<file path="src/rtl/fpu_pkg.sv">
// Shared FPU scheduler definitions: opcodes, FSM states and format helpers.
package fpu_pkg;

    localparam logic [2:0] FPU_ADD = 3'd0;
    localparam logic [2:0] FPU_SUB = 3'd1;
    localparam logic [2:0] FPU_MUL = 3'd2;
    localparam logic [2:0] FPU_DIV = 3'd3;

    typedef enum logic [1:0] {
        ST_IDLE,
        ST_ISSUE,
        ST_WAIT,
        ST_RESP
    } fpu_state_t;

    function automatic int fpu_exp_width(input int bitness);
        case (bitness)
            16:      return 5;
            32:      return 8;
            64:      return 11;
            128:     return 15;
            256:     return 19;
            default: return 0;
        endcase
    endfunction

    function automatic int fpu_man_width(input int bitness);
        case (bitness)
            16:      return 11;
            32:      return 24;
            64:      return 53;
            128:     return 113;
            256:     return 237;
            default: return 0;
        endcase
    endfunction

    // Only the four basic arithmetic opcodes reach the core.
    function automatic logic fpu_op_legal(input logic [31:0] cmd);
        return cmd <= 32'(FPU_DIV);
    endfunction

endpackage

</file>
<file path="src/rtl/fpu_rr_arbiter.sv">
// Two-way round-robin arbiter: a tie goes to the requester not granted last.
module fpu_rr_arbiter (
    input  logic [1:0] valid,
    input  logic       last_grant,
    output logic       grant_valid,
    output logic       grant_id
);

    always_comb begin
        grant_valid = |valid;
        grant_id    = 1'b0;
        unique case (valid)
            2'b01:   grant_id = 1'b0;
            2'b10:   grant_id = 1'b1;
            2'b11:   grant_id = ~last_grant;
            default: grant_id = 1'b0;
        endcase
    end

endmodule

</file>
<file path="src/rtl/fpu_scheduler.sv">
// Shares one multi-cycle FPU core between two requesters with a
// round-robin grant, a watchdog and a tagged valid/ready response.
module fpu_scheduler
    import fpu_pkg::*;
#(
    parameter int BITNESS      = 64,
    parameter int COMMAND_SIZE = 3,
    parameter int TIMEOUT      = 64
) (
    input  logic                    clk,
    input  logic                    rst,
    input  logic                    req0_valid,
    output logic                    req0_ready,
    input  logic [BITNESS-1:0]      req0_first,
    input  logic [BITNESS-1:0]      req0_second,
    input  logic [COMMAND_SIZE-1:0] req0_command,
    input  logic                    req1_valid,
    output logic                    req1_ready,
    input  logic [BITNESS-1:0]      req1_first,
    input  logic [BITNESS-1:0]      req1_second,
    input  logic [COMMAND_SIZE-1:0] req1_command,
    output logic                    fpu_start,
    output logic [BITNESS-1:0]      fpu_first,
    output logic [BITNESS-1:0]      fpu_second,
    output logic [COMMAND_SIZE-1:0] fpu_command,
    input  logic                    fpu_done,
    input  logic [BITNESS-1:0]      fpu_result,
    output logic                    rsp_valid,
    input  logic                    rsp_ready,
    output logic                    rsp_id,
    output logic [BITNESS-1:0]      rsp_result,
    output logic                    rsp_error
);

    localparam int CW = (TIMEOUT > 2) ? $clog2(TIMEOUT) : 1;

    fpu_state_t state, state_next;

    logic                    last_grant;
    logic [CW-1:0]           tmo_cnt;
    logic                    grant_valid;
    logic                    grant_id;
    logic [BITNESS-1:0]      win_first;
    logic [BITNESS-1:0]      win_second;
    logic [COMMAND_SIZE-1:0] win_command;
    logic                    win_legal;
    logic                    timeout_hit;

    fpu_rr_arbiter u_arb (
        .valid       ({req1_valid, req0_valid}),
        .last_grant  (last_grant),
        .grant_valid (grant_valid),
        .grant_id    (grant_id)
    );

    always_comb begin
        win_first   = grant_id ? req1_first   : req0_first;
        win_second  = grant_id ? req1_second  : req0_second;
        win_command = grant_id ? req1_command : req0_command;
        win_legal   = fpu_op_legal(32'(win_command));
        timeout_hit = (tmo_cnt == CW'(TIMEOUT - 1));
    end

    always_ff @(posedge clk or posedge rst) begin
        if (rst) state <= ST_IDLE;
        else     state <= state_next;
    end

    always_comb begin
        state_next = state;
        req0_ready = 1'b0;
        req1_ready = 1'b0;
        fpu_start  = 1'b0;
        rsp_valid  = 1'b0;
        unique case (state)
            ST_IDLE: begin
                if (grant_valid) begin
                    req0_ready = ~grant_id;
                    req1_ready = grant_id;
                    state_next = win_legal ? ST_ISSUE : ST_RESP;
                end
            end
            ST_ISSUE: begin
                fpu_start  = 1'b1;
                state_next = ST_WAIT;
            end
            ST_WAIT: begin
                if (fpu_done || timeout_hit) state_next = ST_RESP;
            end
            ST_RESP: begin
                rsp_valid = 1'b1;
                if (rsp_ready) state_next = ST_IDLE;
            end
            default: state_next = ST_IDLE;
        endcase
    end

    // Operand latches double as the core inputs; they only move on a grant.
    always_ff @(posedge clk or posedge rst) begin
        if (rst) begin
            last_grant  <= 1'b1;
            tmo_cnt     <= '0;
            fpu_first   <= '0;
            fpu_second  <= '0;
            fpu_command <= '0;
            rsp_id      <= 1'b0;
            rsp_result  <= '0;
            rsp_error   <= 1'b0;
        end else begin
            unique case (state)
                ST_IDLE: begin
                    if (grant_valid) begin
                        fpu_first   <= win_first;
                        fpu_second  <= win_second;
                        fpu_command <= win_command;
                        rsp_id      <= grant_id;
                        if (!win_legal) begin
                            rsp_result <= '0;
                            rsp_error  <= 1'b1;
                        end
                    end
                end
                ST_ISSUE: tmo_cnt <= '0;
                ST_WAIT: begin
                    tmo_cnt <= tmo_cnt + 1'b1;
                    if (fpu_done) begin
                        rsp_result <= fpu_result;
                        rsp_error  <= 1'b0;
                    end else if (timeout_hit) begin
                        rsp_result <= '0;
                        rsp_error  <= 1'b1;
                    end
                end
                ST_RESP: begin
                    if (rsp_ready) last_grant <= rsp_id;
                end
                default: ;
            endcase
        end
    end

endmodule

</file>
<file path="config.mk">
export PLATFORM = sky130hd
export DESIGN_NAME = fpu_scheduler
export DESIGN_NICKNAME = d
export VERILOG_FILES = /design/src/rtl/fpu_pkg.sv /design/src/rtl/fpu_rr_arbiter.sv /design/src/rtl/fpu_scheduler.sv
export SDC_FILE = /design/constraint.sdc
export NUM_CORES = 1
export LEC_CHECK = 0
export BUFFER_PORTS_ARGS = -buffer_cell sky130_fd_sc_hd__buf_4
export CAP_MARGIN = 20
export CORE_AREA = 2 2 208 210
export CTS_CLUSTER_SIZE = 30
export DETAILED_ROUTE_END_ITERATION = 8
export DIE_AREA = 0 0 210 212
export GPL_TIMING_DRIVEN = 0
export PLACE_DENSITY = 0.56
export SYNTH_ARGS = -nofsm -noshare
export SYNTH_HDL_FRONTEND = slang
export SYNTH_SLANG_ARGS = --single-unit
</file>
<file path="constraint.sdc">
create_clock -name clk -period 14.4 [get_ports clk]
set_clock_uncertainty 0.15 [all_clocks]
set_input_delay 0.72 -clock clk [delete_from_list [all_inputs] [get_ports clk]]
set_output_delay 0.72 -clock clk [all_outputs]
set_load 0.02 [all_outputs]
</file>
==> impl_metrics.sql, run 1 <==
INSERT INTO impl_metrics (metric_group, metric, value, unit) VALUES
('sta', 'slew_margin_rel', '55.9', '%'),
('floorplan', 'die_height', '212', 'um'),
('layout', 'post_route_cells_drive_above_1_share', '45.4', '%'),
('sta', 'achievable-frequency', '0.261', 'GHz'),
('synthesis', 'yosysWarnings', '0', ''),
('clock_network', 'clock_sink_count', '206', ''),
('synthesis', 'synth_flop_cell', 'dfrtp_1', ''),
('global_routing', 'antenna_found_initial', '1', ''),
('setup_path', 'worstPathCellList', 'inv_1 > ha_1 > o21ai_1 > buf_2 > nor2_1 > clkbuf_1 > buf_4', ''),
('floorplan', 'die_x', '210', 'um'),
('pwr', 'power_density', '212', 'mW/mm2'),
('clock_network', 'htree_levels', '1', ''),
('clock_network', 'tritoncts.num_buffers', '25', ''),
('sta', 'worst_hold_slack', '74.4', 'ps'),
('synthesis', 'synth.avg_cell_area', '11.7', 'um2'),
('run_status', 'status', 'finished clean', ''),
('setup_path', 'timing.reg2reg.setup_slack', '11710', 'ps'),
('setup_path', 'crit_path_max_fanout', '10', ''),
('place', 'gp_congestion', '0.832', ''),
('layout', 'fillCellCount', '4335', ''),
('synthesis', 'synth_sequential_area_ratio', '59.7', '%'),
('setup_path', 'critical_path_at', '2970', 'ps'),
('layout', 'most-common-layout-cells', '536 x buf_4, 205 x dfrtp_1, 98 x nand2_1', ''),
('synthesis', 'synth_edf_count', '0', ''),
('run', 'maxcap_violations', '0', ''),
('drt', 'postRouteWirelength', '33.4', 'mm'),
('global_routing', 'grt_pass1_vias', '8428', ''),
('drt', 'drtAntennaViolNets', '0', ''),
('synthesis', 'post_synthesis_instance_area', '0.00863', 'mm2'),
('setup_path', 'required', '13530', 'ps'),
('sta', 'slew_viol_final', '0', ''),
('synthesis', 'syn_inst', '740', ''),
('floorplan', 'core-area', '0.0425', 'mm2'),
('place', 'number_of_buffers_added_on_ports', '532', ''),
('synthesis', 'async_reset_ff_share', '100', '%'),
('hold_path', 'worstHoldPathType', 'in -> async', ''),
('layout', 'multiInputGateArea', '0.00302', 'mm2'),
('clock_network', 'cts_post_setup_buffers_inserted', '0', ''),
('clock_network', 'clock_latency', '530', 'ps'),
('clock_network', 'cts-root-buf', 'clkbuf_16', ''),
('global_routing', 'overall_global_routing_resource_usage', '14.3', '%'),
('layout', 'area_delta_synth_final', '64.9', '%'),
('pwr', 'power.ir.vdd_worst', '117', 'uV'),
('floorplan', 'ioPinCount', '533', ''),
('setup_path', 'crit_buf_inv', '4', ''),
('layout', 'num-nets-final', '1640', ''),
('sta', 'rsz_0062_raised_after_global_routing', 'no', ''),
('setup_path', 'critical-path-slowest-cell', 'clkbuf_1', ''),
('sta', 'setup_total_negative_slack', '0', 'ps'),
('synthesis', 'postSynthNetCount', '1078', ''),
('clock_network', 'tritoncts', 'done', ''),
('setup_path', 'critical_path.max_stage_delay', '530', 'ps'),
('global_routing', 'grt_start_max_net_pins', '72', ''),
('drt', 'routed-via-count', '8088', ''),
('global_routing', 'grt_pass1_wl', '49.1', 'mm'),
('setup_path', 'critical_path.reg2reg.endpoint', 'fpu_first[5]$_DFFE_PP0P_', ''),
('clock_network', 'path_clk_slew', '60', 'ps'),
('drt', 'route.detailed.wl_per_inst', '17.9', 'um'),
('drt', 'detail_route.iter0.violations', '469', ''),
('setup_path', 'critical_path_class', 'reg -> out', ''),
('synthesis', 'synth.lib_cells_used.distinct', '32', ''),
('setup_path', 'rr_startpoint', 'state[0]$_DFFE_PP0P_', ''),
('setup_path', 'critical_path_start_type', 'flip-flop', ''),
('setup_path', 'worst_setup_path_end_kind', 'output pin', ''),
('synthesis', 'synth.ff_latch_count', '206', ''),
('clock_network', 'cts-root-to-sink-buffers', '3', ''),
('setup_path', 'crit_path_leading_delay_family', 'buffers and inverters', ''),
('place', 'dp_hpwl', '26.3', 'mm'),
('place', 'inst_count_dp', '1820', ''),
('global_routing', 'grt_remaining_overflow', '0', ''),
('floorplan', 'std_cell_rows', '76', '');
## flip-flops by register name, summed over array words and instances (netlist names)
name / count
fpu_first: 64
rsp_result: 64
fpu_command: 3
state: 2
last_grant: 1
rsp_id: 1
rsp_error: 1
fpu_second: 64
tmo_cnt: 6
## metrics by stage
step	total power (W)	setup slack, ps	instance area [um2]	util, %
5_1_grt	0.00321	10330	14200	33.5
6_report	0.00302	10560	14200	33.5
4_1_cts	0.00306	10090	14200	33.5
3_5_place_dp	0.00239	10410	13400	31.5
2_1_floorplan	0.00171	7910	8630	-
3_3_place_gp	0.00237	5260	13300	31.3
## synthesized netlist by cell type, types with 5 or more instances
master	n	area [um2]
buf_2	11	55.1
buf_6	5	56.3
nor2_1	5	18.8
o21ai_0	95	475
clkbuf_1	26	97.6
a22o_1	64	561
nand2_1	98	368
a222oi_1	41	410
dfrtp_1	205	5130
mux2i_1	92	921
ha_1	6	75.1
buf_1	13	48.8
inv_1	47	176
## cell families after synthesis
group           synth area share [%]
compound gates                  17.5
xor+xnor                       0.101
fa+ha+maj                      0.870
buf+inv                         5.29
flops                           59.7
mux                             10.9
simple gates                    5.60
## area by class of cell
| cell class | count | area share (%) |
|---|---|---|
| Sequential cell | 206 | 36.2 |
| Timing Repair Buffer | 535 | 28.5 |
| Multi-Input combinational cell | 429 | 21.2 |
| Tap cell | 546 | 4.80 |
| Clock buffer | 31 | 4.69 |
| Buffer | 58 | 1.97 |
| Inverter | 47 | 1.29 |
| Clock inverter | 13 | 1.28 |
| Antenna cell | 2 | 0.0352 |
## power breakdown
| part | leakage [nW] | internal (W) | total, W | switching [W] |
|---|---|---|---|---|
| Clock | 0.410 | 0.000402 | 0.000652 | 0.000250 |
| Sequential | 2.62 | 0.000822 | 0.000965 | 0.000143 |
| Combinational | 4.42 | 0.000582 | 0.00140 | 0.000818 |
| Total | 7.45 | 0.00181 | 0.00302 | 0.00121 |
## routing by layer
| layer | global-route usage, % | wire, um | share of wire, % | vias up |
|---|---|---|---|---|
| li1 | - | - | - | 3795 |
| met1 | 17.6 | 13900 | 42 | 3863 |
| met2 | 24.7 | 16200 | 49 | 380 |
| met3 | 3.06 | 2320 | 6.9 | 50 |
| met4 | 5.01 | 915 | 2.7 | 0 |
| met5 | 0 | 0 | 0 | - |
## worst max path at each step
stage / depth (start not counted) / startpoint / slack, ps / end
2_1_floorplan: 1 / rst / 7910 / fpu_command[0]$_DFFE_PP0P_
3_3_place_gp: 2 / rst / 5260 / rsp_result[12]$_DFFE_PP0P_
3_5_place_dp: 6 / req0_valid / 10410 / req0_ready
4_1_cts: 7 / state[0]$_DFFE_PP0P_ / 10090 / req0_ready
5_1_grt: 7 / state[0]$_DFFE_PP0P_ / 10330 / req0_ready
6_report: 7 / state[0]$_DFFE_PP0P_ / 10560 / req0_ready
Power figures use the tool's default switching activity.
==> run 2: changes to the inputs <==
CORE_AREA = 2 2 209 211   (was 2 2 208 210)
DIE_AREA = 0 0 211 213   (was 0 0 210 212)
PLACE_DENSITY = 0.57   (was 0.56)
clock period = 3.2 ns   (was 14.4 ns; I/O delays follow)
==> run 2 against run 1 <==
Effect of this change:
- worst setup slack got worse by 10000 ps
- sequential power increased to 4.6 times the previous value
- first-iteration DRC count increased by 4.5%
- critical endpoint is now fpu_first[16]$_DFFE_PP0P_
- sequential share of layout area decreased by 7.0 points
- global-route usage increased by 2.2 points
- non-clock buffer count increased by 333
- design area increased by 24%
- largest cell class is now non-clock buffers
- routed wire length increased by 16%
- clock power increased to 4.6 times the previous value
- die area increased by 0.95%
- critical path type is now reg -> reg
- via count increased by 19%
==> impl_metrics.sql, run 2 (synthesized netlist as in run 1, its figures left out) <==
INSERT INTO impl_metrics (metric_group, metric, value, unit) VALUES
('setup_path', 'rr_startpoint', 'state[1]$_DFFE_PP0P_', ''),
('drt', 'detail_route.iter0.violations', '490', ''),
('sta', 'slew_margin_rel', '56.5', '%'),
('drt', 'postRouteWirelength', '38.5', 'mm'),
('setup_path', 'crit_path_leading_delay_family', 'buffers and inverters', ''),
('setup_path', 'critical_path.max_stage_delay', '610', 'ps'),
('pwr', 'sequentialPowerShare', '30.4', '%'),
('setup_path', 'critical_path_s_most_frequent_cell', 'inv_1', ''),
('floorplan', 'std_cell_rows', '76', ''),
('sta', 'timing_worst_slew_pin_value', '653', 'ps'),
('sta', 'final.min_clock_period', '2890', 'ps'),
('layout', 'most-common-layout-cells', '535 x buf_4, 331 x dlygate4sd3_1, 205 x dfrtp_1', ''),
('layout', 'layout.core_utilization', '41.3', '%'),
('pwr', 'power_density', '822', 'mW/mm2'),
('sta', 'setup_ws', '306', 'ps'),
('clock_network', 'tritoncts.num_buffers', '25', ''),
('sta', 'slew_viol_final', '0', ''),
('place', 'number_of_buffers_added_on_ports', '532', ''),
('pwr', 'power.net_switching', '0.00573', 'W'),
('floorplan', 'fp.dieArea', '0.0449', 'mm2'),
('pwr', 'clockPowerShare', '20.8', '%'),
('clock_network', 'clock_latency', '530', 'ps'),
('layout', 'num-nets-final', '1973', ''),
('floorplan', 'die_x', '211', 'um'),
('run', 'maxcap_violations', '0', ''),
('layout', 'layout_commonest_cell', 'buf_4', ''),
('setup_path', 'critical_path_class', 'reg -> reg', ''),
('layout', 'area_delta_synth_final', '104', '%'),
('drt', 'drtAntennaViolNets', '0', ''),
('floorplan', 'ioPinCount', '533', ''),
('pwr', 'internal-power', '0.00877', 'W'),
('pwr', 'power.switching_fraction', '39.5', '%'),
('layout', 'layout_top_registers', 'fpu_first: 64 flops, fpu_second: 64 flops, rsp_result: 64 flops', ''),
('setup_path', 'crit_buf_inv', '5', ''),
('layout', 'fillCellCount', '3965', ''),
('sta', 'worst_hold_slack', '78.3', 'ps'),
('setup_path', 'critical_path_at', '3160', 'ps'),
('pwr', 'power.ir.vdd_worst', '426', 'uV'),
('sta', 'timing.final.crit_share', '90.4', '%'),
('setup_path', 'startpoint', 'state[1]$_DFFE_PP0P_', ''),
('global_routing', 'overall_global_routing_resource_usage', '16.5', '%'),
('sta', 'report.final.setup_viol', '0', ''),
('global_routing', 'grt_pass1_wl', '57.8', 'mm'),
('pwr', 'comb_power_share', '48.8', '%'),
('drt', 'route.detailed.wl_per_inst', '17.5', 'um'),
('clock_network', 'cts-root-buf', 'clkbuf_16', ''),
('hold_path', 'worstHoldPathType', 'in -> reg', ''),
('setup_path', 'required', '3470', 'ps'),
('clock_network', 'tritoncts', 'done', ''),
('layout', 'post_route_cells_drive_above_1_share', '36.8', '%'),
('sta', 'final-hold-violation-count', '0', ''),
('drt', 'routed-via-count', '9642', ''),
('global_routing', 'antenna_found_initial', '2', ''),
('layout', 'multiInputGateArea', '0.00302', 'mm2'),
('setup_path', 'critical_path_start_type', 'flip-flop', ''),
('clock_network', 'path_clk_slew', '60', 'ps'),
('floorplan', 'die_height', '213', 'um'),
('place', 'dp_hpwl', '26.5', 'mm'),
('hold_path', 'timing.hold.worst.start', 'req1_command[2]', ''),
('global_routing', 'grt_pass1_vias', '10400', ''),
('sta', 'achievable-frequency', '0.346', 'GHz'),
('setup_path', 'worstPathCellList', 'inv_1 > ha_1 > o21ai_2 > buf_6 > nor2_2 > clkbuf_1 > a222oi_1 > dlygate4sd3_1 > inv_1', ''),
('place', 'pre_cts_setup_slack', '-73.0', 'ps'),
('drt', 'first_pass_iters', '5', ''),
('clock_network', 'clock_sink_count', '206', ''),
('setup_path', 'critical-path-slowest-cell', 'dlygate4sd3_1', ''),
('layout', 'sequential_cell_area', '0.00516', 'mm2'),
('floorplan', 'starting_density_of_the_core', '20.2', '%'),
('drt', 'route.detailed.drc', '0', ''),
('global_routing', 'grt_remaining_overflow', '0', ''),
('place', 'gp_congestion', '0.842', ''),
('setup_path', 'worst_setup_path_end_kind', 'flip-flop', ''),
('run_status', 'status', 'finished clean', ''),
('clock_network', 'htree_levels', '1', ''),
('global_routing', 'grt_start_max_net_pins', '40', ''),
('drt', 'via_per_inst', '4.38', ''),
('floorplan', 'core-area', '0.0427', 'mm2'),
('clock_network', 'cts-root-to-sink-buffers', '3', ''),
('sta', 'rsz_0062_raised_after_global_routing', 'no', ''),
('pwr', 'power.static_leakage', '8.87', 'nW'),
('setup_path', 'crit_path_max_fanout', '10', '');
[run 2: cell types whose count changed in the layout (fill, tap and decap cells not counted), moves of 2 or more]
cell,delta
inv_6,+2
inv_8,-2
buf_12,+5
buf_16,-2
clkbuf_1,-3
clkbuf_8,+3
dlygate4sd3_1,+331
clkinvlp_4,-2
clkinv_4,+2
[run 2: power groups by stage]
stage / logic [W] / clock network, W / registers [W]
after floorplan: 0.00218 / 0 / 0.00553
after global placement: 0.00633 / 0 / 0.00437
after detailed placement: 0.00642 / 0 / 0.00438
after CTS: 0.00708 / 0.00311 / 0.00438
after global routing: 0.00762 / 0.00323 / 0.00453
final: 0.00708 / 0.00302 / 0.00440
[run 2: final timing paths]
kind	end	depth (start not counted)	slack, ps
setup / recovery	fpu_first[16]$_DFFE_PP0P_	9	310
hold / removal	state[1]$_DFFE_PP0P_	4	80
setup reg to reg	fpu_first[16]$_DFFE_PP0P_	9	310
hold reg to reg	fpu_first[50]$_DFFE_PP0P_	2	330
max in group asynchronous	fpu_first[13]$_DFFE_PP0P_	5	1860
min in group asynchronous	rsp_result[2]$_DFFE_PP0P_	3	130
[run 2: what timing repair did]
item                                    in CTS  in global routing
gates resized for setup                      3                  3
endpoints found under the setup margin      48                 19
gates cloned                                 0                  0
buffers inserted                             0                  0
hold endpoints to repair                   267                  0
hold buffers                               331                  0
[run 2: tightest hold or removal path: cells and delay by family]
kind,cells,cell delay [ps]
AO/OA/AOI/OAI,1,160
multiplexers,2,290
buffers and inverters,1,120
[run 2: layout make-up]
cell class	count	share of cell area (%)
sequential	206	29.2
clock inverter	14	1.07
timing repair buffer	868	42.0
antenna	2	0.0284
clock buffer	32	3.98
inverter	47	1.02
buffer	58	1.63
tap	546	3.87
multi-input combinational	429	17.1
[run 2: routing by layer]
layer | share of wire [%] | up-vias | wire length [um] | track usage [%]
met5 | 0 | - | 0 | 0
met2 | 50 | 456 | 19100 | 29.2
met4 | 4.2 | 0 | 1600 | 7.55
li1 | - | 4471 | - | -
met1 | 40 | 4627 | 15300 | 19.3
met3 | 6.6 | 88 | 2530 | 3.22
[run 2: through the flow]
step	std cells	power, W	setup TNS (ps)	area, um2
2_1_floorplan	740	0.00771	0	8630
3_3_place_gp	1818	0.0107	-234800	13300
3_5_place_dp	1823	0.0108	-787	13400
4_1_cts	2200	0.0146	0	17600
5_1_grt	2202	0.0154	0	17600
6_report	2202	0.0145	0	17600
